### src/rtl/mem_arb_pkg.sv
// Shared types and default sizing for the round-robin memory arbiter.
package mem_arb_pkg;

  localparam int DEF_WIDTH     = 16;
  localparam int DEF_SIZE      = 64;
  localparam int DEF_NUM_REQ   = 2;
  localparam int DEF_MAX_BURST = 4;

  typedef enum logic {ARB_IDLE, ARB_OWN} arb_state_t;

endpackage

### src/rtl/memory.sv
// Single-port synchronous word memory: write at the clock edge, registered read.
module memory #(
  parameter  int WIDTH   = 16,
  parameter  int SIZE    = 64,
  localparam int LOGSIZE = $clog2(SIZE)
) (
  input  logic               clk,
  input  logic [LOGSIZE-1:0] addr,
  input  logic [WIDTH-1:0]   data_in,
  input  logic               wr_en,
  output logic [WIDTH-1:0]   data_out
);

  logic [WIDTH-1:0] mem_q [SIZE];

  // NOTE: storage arrays get no reset; contents survive a reset by design.
  always_ff @(posedge clk) begin
    if (wr_en) mem_q[addr] <= data_in;
    data_out <= mem_q[addr];
  end

endmodule

### src/rtl/mem_arbiter.sv
// Round-robin arbiter sharing one memory port among NUM_REQ requesters,
// with a bounded burst lock that lets one requester hold the port.
module mem_arbiter
  import mem_arb_pkg::*;
#(
  parameter  int WIDTH     = DEF_WIDTH,
  parameter  int SIZE      = DEF_SIZE,
  parameter  int NUM_REQ   = DEF_NUM_REQ,
  parameter  int MAX_BURST = DEF_MAX_BURST,
  localparam int LOGSIZE   = $clog2(SIZE),
  localparam int IDW       = $clog2(NUM_REQ)
) (
  input  logic                              clk,
  input  logic                              reset,
  input  logic [NUM_REQ-1:0]                req_valid,
  input  logic [NUM_REQ-1:0]                req_we,
  input  logic [NUM_REQ-1:0]                req_lock,
  input  logic [NUM_REQ-1:0][LOGSIZE-1:0]   req_addr,
  input  logic [NUM_REQ-1:0][WIDTH-1:0]     req_wdata,
  output logic [NUM_REQ-1:0]                req_ready,
  output logic [NUM_REQ-1:0]                rsp_valid,
  output logic [WIDTH-1:0]                  rsp_rdata,
  output logic [IDW-1:0]                    grant_id
);

  arb_state_t           st_q, st_d;
  logic [IDW-1:0]       last_q, last_d;
  logic [IDW-1:0]       owner_q, owner_d;
  logic [IDW-1:0]       grant_q, grant_d;
  logic [3:0]           burst_q, burst_d;
  logic [NUM_REQ-1:0]   pend_q, pend_d;

  logic [IDW:0]         pick;
  logic [IDW-1:0]       sel;
  logic                 accept;
  logic [LOGSIZE-1:0]   mem_addr;
  logic [WIDTH-1:0]     mem_wdata;
  logic [WIDTH-1:0]     mem_rdata;
  logic                 mem_we;

  // Returns {found, index}; scans from last+1 so the lowest offset wins.
  function automatic logic [IDW:0] rr_pick(input logic [NUM_REQ-1:0] valid,
                                           input logic [IDW-1:0]     last);
    logic [IDW:0]   res;
    logic [IDW-1:0] cand;
    res = '0;
    for (int k = NUM_REQ; k >= 1; k--) begin
      cand = IDW'((int'(last) + k) % NUM_REQ);
      if (valid[cand]) res = {1'b1, cand};
    end
    return res;
  endfunction

  assign pick = rr_pick(req_valid, last_q);

  // NOTE: every output of a combinational block gets a default first, so no latch is inferred.
  always_comb begin
    accept    = 1'b0;
    sel       = '0;
    req_ready = '0;
    if (!reset) begin
      unique case (st_q)
        ARB_IDLE: begin
          accept = pick[IDW];
          sel    = pick[IDW-1:0];
        end
        ARB_OWN: begin
          accept = req_valid[owner_q];
          sel    = owner_q;
        end
        default: ;
      endcase
    end
    if (accept) req_ready[sel] = 1'b1;
  end

  assign mem_addr  = req_addr[sel];
  assign mem_wdata = req_wdata[sel];
  assign mem_we    = accept & req_we[sel];

  always_comb begin
    st_d    = st_q;
    last_d  = last_q;
    owner_d = owner_q;
    grant_d = grant_q;
    burst_d = burst_q;
    pend_d  = '0;
    if (accept) begin
      last_d  = sel;
      grant_d = sel;
      if (!req_we[sel]) pend_d[sel] = 1'b1;
    end
    unique case (st_q)
      ARB_IDLE: begin
        if (accept && req_lock[sel] && MAX_BURST > 1) begin
          st_d    = ARB_OWN;
          owner_d = sel;
          burst_d = 4'd1;
        end
      end
      ARB_OWN: begin
        if (accept && req_lock[owner_q] && (int'(burst_q) + 1 < MAX_BURST)) begin
          burst_d = burst_q + 4'd1;
        end else begin
          // Forced rotation or idle owner: give everyone else a chance.
          st_d    = ARB_IDLE;
          burst_d = '0;
        end
      end
      default: st_d = ARB_IDLE;
    endcase
  end

  // NOTE: state registers use non-blocking assignments so all update together at the edge.
  always_ff @(posedge clk or posedge reset) begin
    if (reset) begin
      st_q    <= ARB_IDLE;
      last_q  <= IDW'(NUM_REQ - 1);
      owner_q <= '0;
      grant_q <= '0;
      burst_q <= '0;
      pend_q  <= '0;
    end else begin
      st_q    <= st_d;
      last_q  <= last_d;
      owner_q <= owner_d;
      grant_q <= grant_d;
      burst_q <= burst_d;
      pend_q  <= pend_d;
    end
  end

  assign rsp_valid = pend_q;
  assign rsp_rdata = (|pend_q) ? mem_rdata : '0;
  assign grant_id  = grant_q;

  memory #(
    .WIDTH (WIDTH),
    .SIZE  (SIZE)
  ) u_mem (
    .clk      (clk),
    .addr     (mem_addr),
    .data_in  (mem_wdata),
    .wr_en    (mem_we),
    .data_out (mem_rdata)
  );

endmodule

### config.mk
export PLATFORM = sky130hd
export DESIGN_NAME = mem_arbiter
export DESIGN_NICKNAME = d
export VERILOG_FILES = /design/src/rtl/mem_arb_pkg.sv /design/src/rtl/memory.sv /design/src/rtl/mem_arbiter.sv
export SDC_FILE = /design/constraint.sdc
export NUM_CORES = 1
export LEC_CHECK = 0
export BUFFER_PORTS_ARGS = -buffer_cell sky130_fd_sc_hd__buf_2
export CAP_MARGIN = 0
export CORE_AREA = 10 10 335 337
export CTS_BUF_LIST = sky130_fd_sc_hd__clkbuf_16
export DETAILED_ROUTE_END_ITERATION = 8
export DIE_AREA = 0 0 345 347
export PLACE_DENSITY = 0.51
export SETUP_SLACK_MARGIN = 0.4
export SYNTH_ARGS = -nofsm -noshare
export SYNTH_HDL_FRONTEND = slang
export SYNTH_SLANG_ARGS = --single-unit
### constraint.sdc
create_clock -name clk -period 4.1 [get_ports clk]
set_input_delay 0.205 -clock clk [delete_from_list [all_inputs] [get_ports clk]]
set_output_delay 0.205 -clock clk [all_outputs]
set_load 0.05 [all_outputs]
==> impl_metrics.json <==
{
  "cp-startpoint": "last_q",
  "utilization_pct": 46.21,
  "cts_buffers": 110,
  "layout-drive-gt1-share_pct": 17.98,
  "synthFlopType": "edfxtp_1",
  "use_met3_pct": 3.919,
  "setup_viol": 0,
  "combPwrFrac_pct": 10.5,
  "rsz0062_at_grt": "true",
  "fp.dieW_um": 345,
  "initial_utilization_pct": 39.72,
  "ys_warn_count": 0,
  "timing.rr.start": "last_q",
  "fillCellCount": 9118,
  "p_seq_share_pct": 49.8,
  "cp_top_family": "compound AO/OA/AOI/OAI gates",
  "yosysSeqAreaShare_pct": 75.01,
  "worstPathRequired_ns": 4.67,
  "fin_crit_sh_pct": 89.19,
  "syn_nets": 2590,
  "internal_power_mw": 18.29,
  "post_dp_cell_area_mm2": 0.04497,
  "syn_inst": 2537,
  "ant_nets": 0,
  "hold_viol_final": 0,
  "fp.dieArea_mm2": 0.1197,
  "antenna_found_initial": 14,
  "via_count": 26732,
  "clkPwrFrac_pct": 39.7,
  "hpwl_um": 89460,
  "synth_top_area_share_pct": 73.64,
  "numPortBuffers": 72,
  "fin_area_mm2": 0.04857,
  "wire_per_inst_um": 34.00,
  "dr.pass1.iters": 8,
  "hp-class": "in -> async",
  "max_cap_violations": 0,
  "critPathBufInv": 1,
  "critPathArrivalTime_ns": 4.22,
  "slew_headroom_pct": 13.25,
  "fmax_mhz": 273.5,
  "critPathKind": "reg -> reg",
  "async_flop_share_pct": 0.9524,
  "fin_skew_ns": 0.02272,
  "cts_tree": "built",
  "die-height_um": 347,
  "synth.distinct_cells": 72,
  "grt_pass1_wl_um": 201200,
  "start_kind": "flop",
  "maxSlewViolCount": 0,
  "viasPerCell": 6.323,
  "multi_input_area_mm2": 0.009759,
  "slowest_stage": "dfstp_2",
  "peakVddDrop_mv": 0.3762,
  "status": "finished, final reports clean",
  "cts.clk_slew.worst_paths_ns": 0.06,
  "io_pins": 73,
  "clkSinkCount": 1050,
  "grt_pass1_vias": 26184,
  "synth_area_leader_cell": "edfxtp_1",
  "crit_fanout": 65,
  "first_iter_violations": 3762,
  "cp-end-kind": "flop",
  "drc": 0,
  "fin_crit_ns": 3.657,
  "area_growth_pct": 16.33,
  "syn_area_mm2": 0.04175,
  "tightest_slew_ns": 1.290,
  "routed_wl_um": 143800,
  "crit_path_max_incr_delay_ns": 0.54,
  "ff_latch_area_mm2": 0.03132,
  "cts-htree-levels": 3,
  "layout_common_cells": "edfxtp_1, a22oi_1, buf_4",
  "grt_max_degree": 66,
  "met1_usage_pct": 30.94,
  "synth_area_leaders": "edfxtp_1, a22oi_1, mux2i_1",
  "clockBufferDepth": 3,
  "clock_latency_ns": 0.69,
  "crit_chain": "and2_2, nor3_1, or2_2, buf_12, a221o_1, a222oi_1, o211ai_1, a22o_1, or4_1",
  "instances_no_fill": 4228,
  "synth.ff_latch_count": 1050,
  "synth_area_per_cell_um2": 16.46,
  "gpl.final_weighted_congestion": 0.9165,
  "power-per-cell-area_mw_per_mm2": 500.5,
  "overflow": 0,
  "busiest_layer": "met2",
  "power.total_mw": 24.31,
  "dp_cells": 4018,
  "p_sw_mw": 6.022,
  "final_nets": 2797,
  "synth-edff-count": 1024,
  "final_common_cell": "edfxtp_1",
  "fp-row-count": 119,
  "track_usage_pct": 23.07,
  "cts-root-buf": "clkbuf_16",
  "p_sw_share_pct": 24.77,
  "core_area_mm2": 0.1051,
  "grtUsageMet2_pct": 37.10,
  "p_leak_nw": 15.79
}
==> per-stage QoR <==
step | setup WS, ns | TNS (ns) | hold WS (ns)
2_1_floorplan | 0.5179 | 0 | 0.2714
3_3_place_gp | -0.2173 | -0.2173 | 0.3753
3_5_place_dp | -0.1938 | -0.1938 | 0.3809
4_1_cts | 0.4117 | 0 | 0.001353
5_1_grt | 0.4008 | 0 | 0.03053
6_report | 0.4433 | 0 | 0.01503
==> registers in the layout (all words and copies together) (netlist names) <==
signal          cells
grant_id            1
st_q                1
u_mem.data_out     16
owner_q             1
rsp_valid           2
last_q              1
burst_q             4
u_mem.mem_q      1024
==> power groups by stage <==
| stage | registers (mW) | logic, mW | clock network, mW |
|---|---|---|---|
| global route | 12.1 | 2.65 | 10.2 |
| detailed placement | 12.3 | 2.50 | 0 |
| global placement | 12.3 | 2.48 | 0 |
| CTS | 12.1 | 2.52 | 9.79 |
| finish | 12.1 | 2.55 | 9.65 |
| floorplan | 12.3 | 1.27 | 0 |
==> path summary, 6_finish.rpt <==
kind                                           to  slack, ns  cells past startpoint
worst max-delay path            u_mem.data_out[8]       0.44                      9
worst min-delay path                         st_q       0.02                      3
worst max register to register  u_mem.data_out[8]       0.44                      9
worst min register to register           grant_id       0.47                      2
max in group asynchronous            rsp_valid[0]       3.62                      3
min in group clk                          owner_q       0.08                      4
==> repair_timing <==
item,CTS,global route
hold buffers,2,0
pin swaps,1,1
cloned,0,0
endpoints found under the hold margin,2,0
gates resized for setup,7,7
endpoints found under the setup margin,167,109
buffers inserted,2,1
==> layout make-up <==
cell class              instances  area share (%)
clock inverters                91           1.363
flip-flops and latches       1050           64.48
clock buffers                 113           5.821
inverters                       8         0.06440
repair buffers                278           4.590
multi-input cells            1296           20.09
diodes                          1        0.005152
well taps                    1391           3.583
==> metal layers <==
metal,wire length (µm),share of wire (%)
met5,34,0.024
met4,6278,4.4
met3,11950,8.3
met1,58460,41
met2,67050,47
==> worst min-delay path: stages <==
cell and delay, ns:
buf_2 0.18, clkinv_2 0.22, buf_4 0.58
==> cells in the mapped netlist, types with 6 or more instances <==
master / n
and2_1: 6
dfrtp_1: 9
buf_2: 59
a41oi_1: 34
o211ai_1: 35
a22oi_1: 311
mux2_2: 9
a21oi_1: 32
a2bb2oi_1: 12
o31ai_1: 8
buf_4: 9
a21boi_0: 16
a31oi_1: 33
nand4_1: 19
o21ai_0: 13
a222oi_1: 75
buf_1: 41
nor2b_1: 19
o2bb2ai_1: 6
nand3_1: 16
a221oi_1: 29
inv_1: 7
nand2_1: 118
nor2_1: 95
a221oi_2: 7
nor3_1: 10
a211o_1: 6
dfxtp_1: 16
a22o_1: 9
a221o_1: 56
or4_1: 11
edfxtp_1: 1024
nand2b_1: 7
buf_6: 6
clkbuf_1: 68
mux2i_1: 161
o22ai_1: 77
==> kinds of logic after synthesis <==
logic type               count (synthesis)  share of synthesized area [%]
AO/OA/AOI/OAI                          797                          15.09
buffers and inverters                  191                          2.083
flip-flops                            1050                          75.01
multiplexers                           170                          4.102
AND/OR/NAND/NOR                        328                          3.680
adder cells (fa/ha/maj)                  1                        0.02996
(Power assumes the default switching activity.)
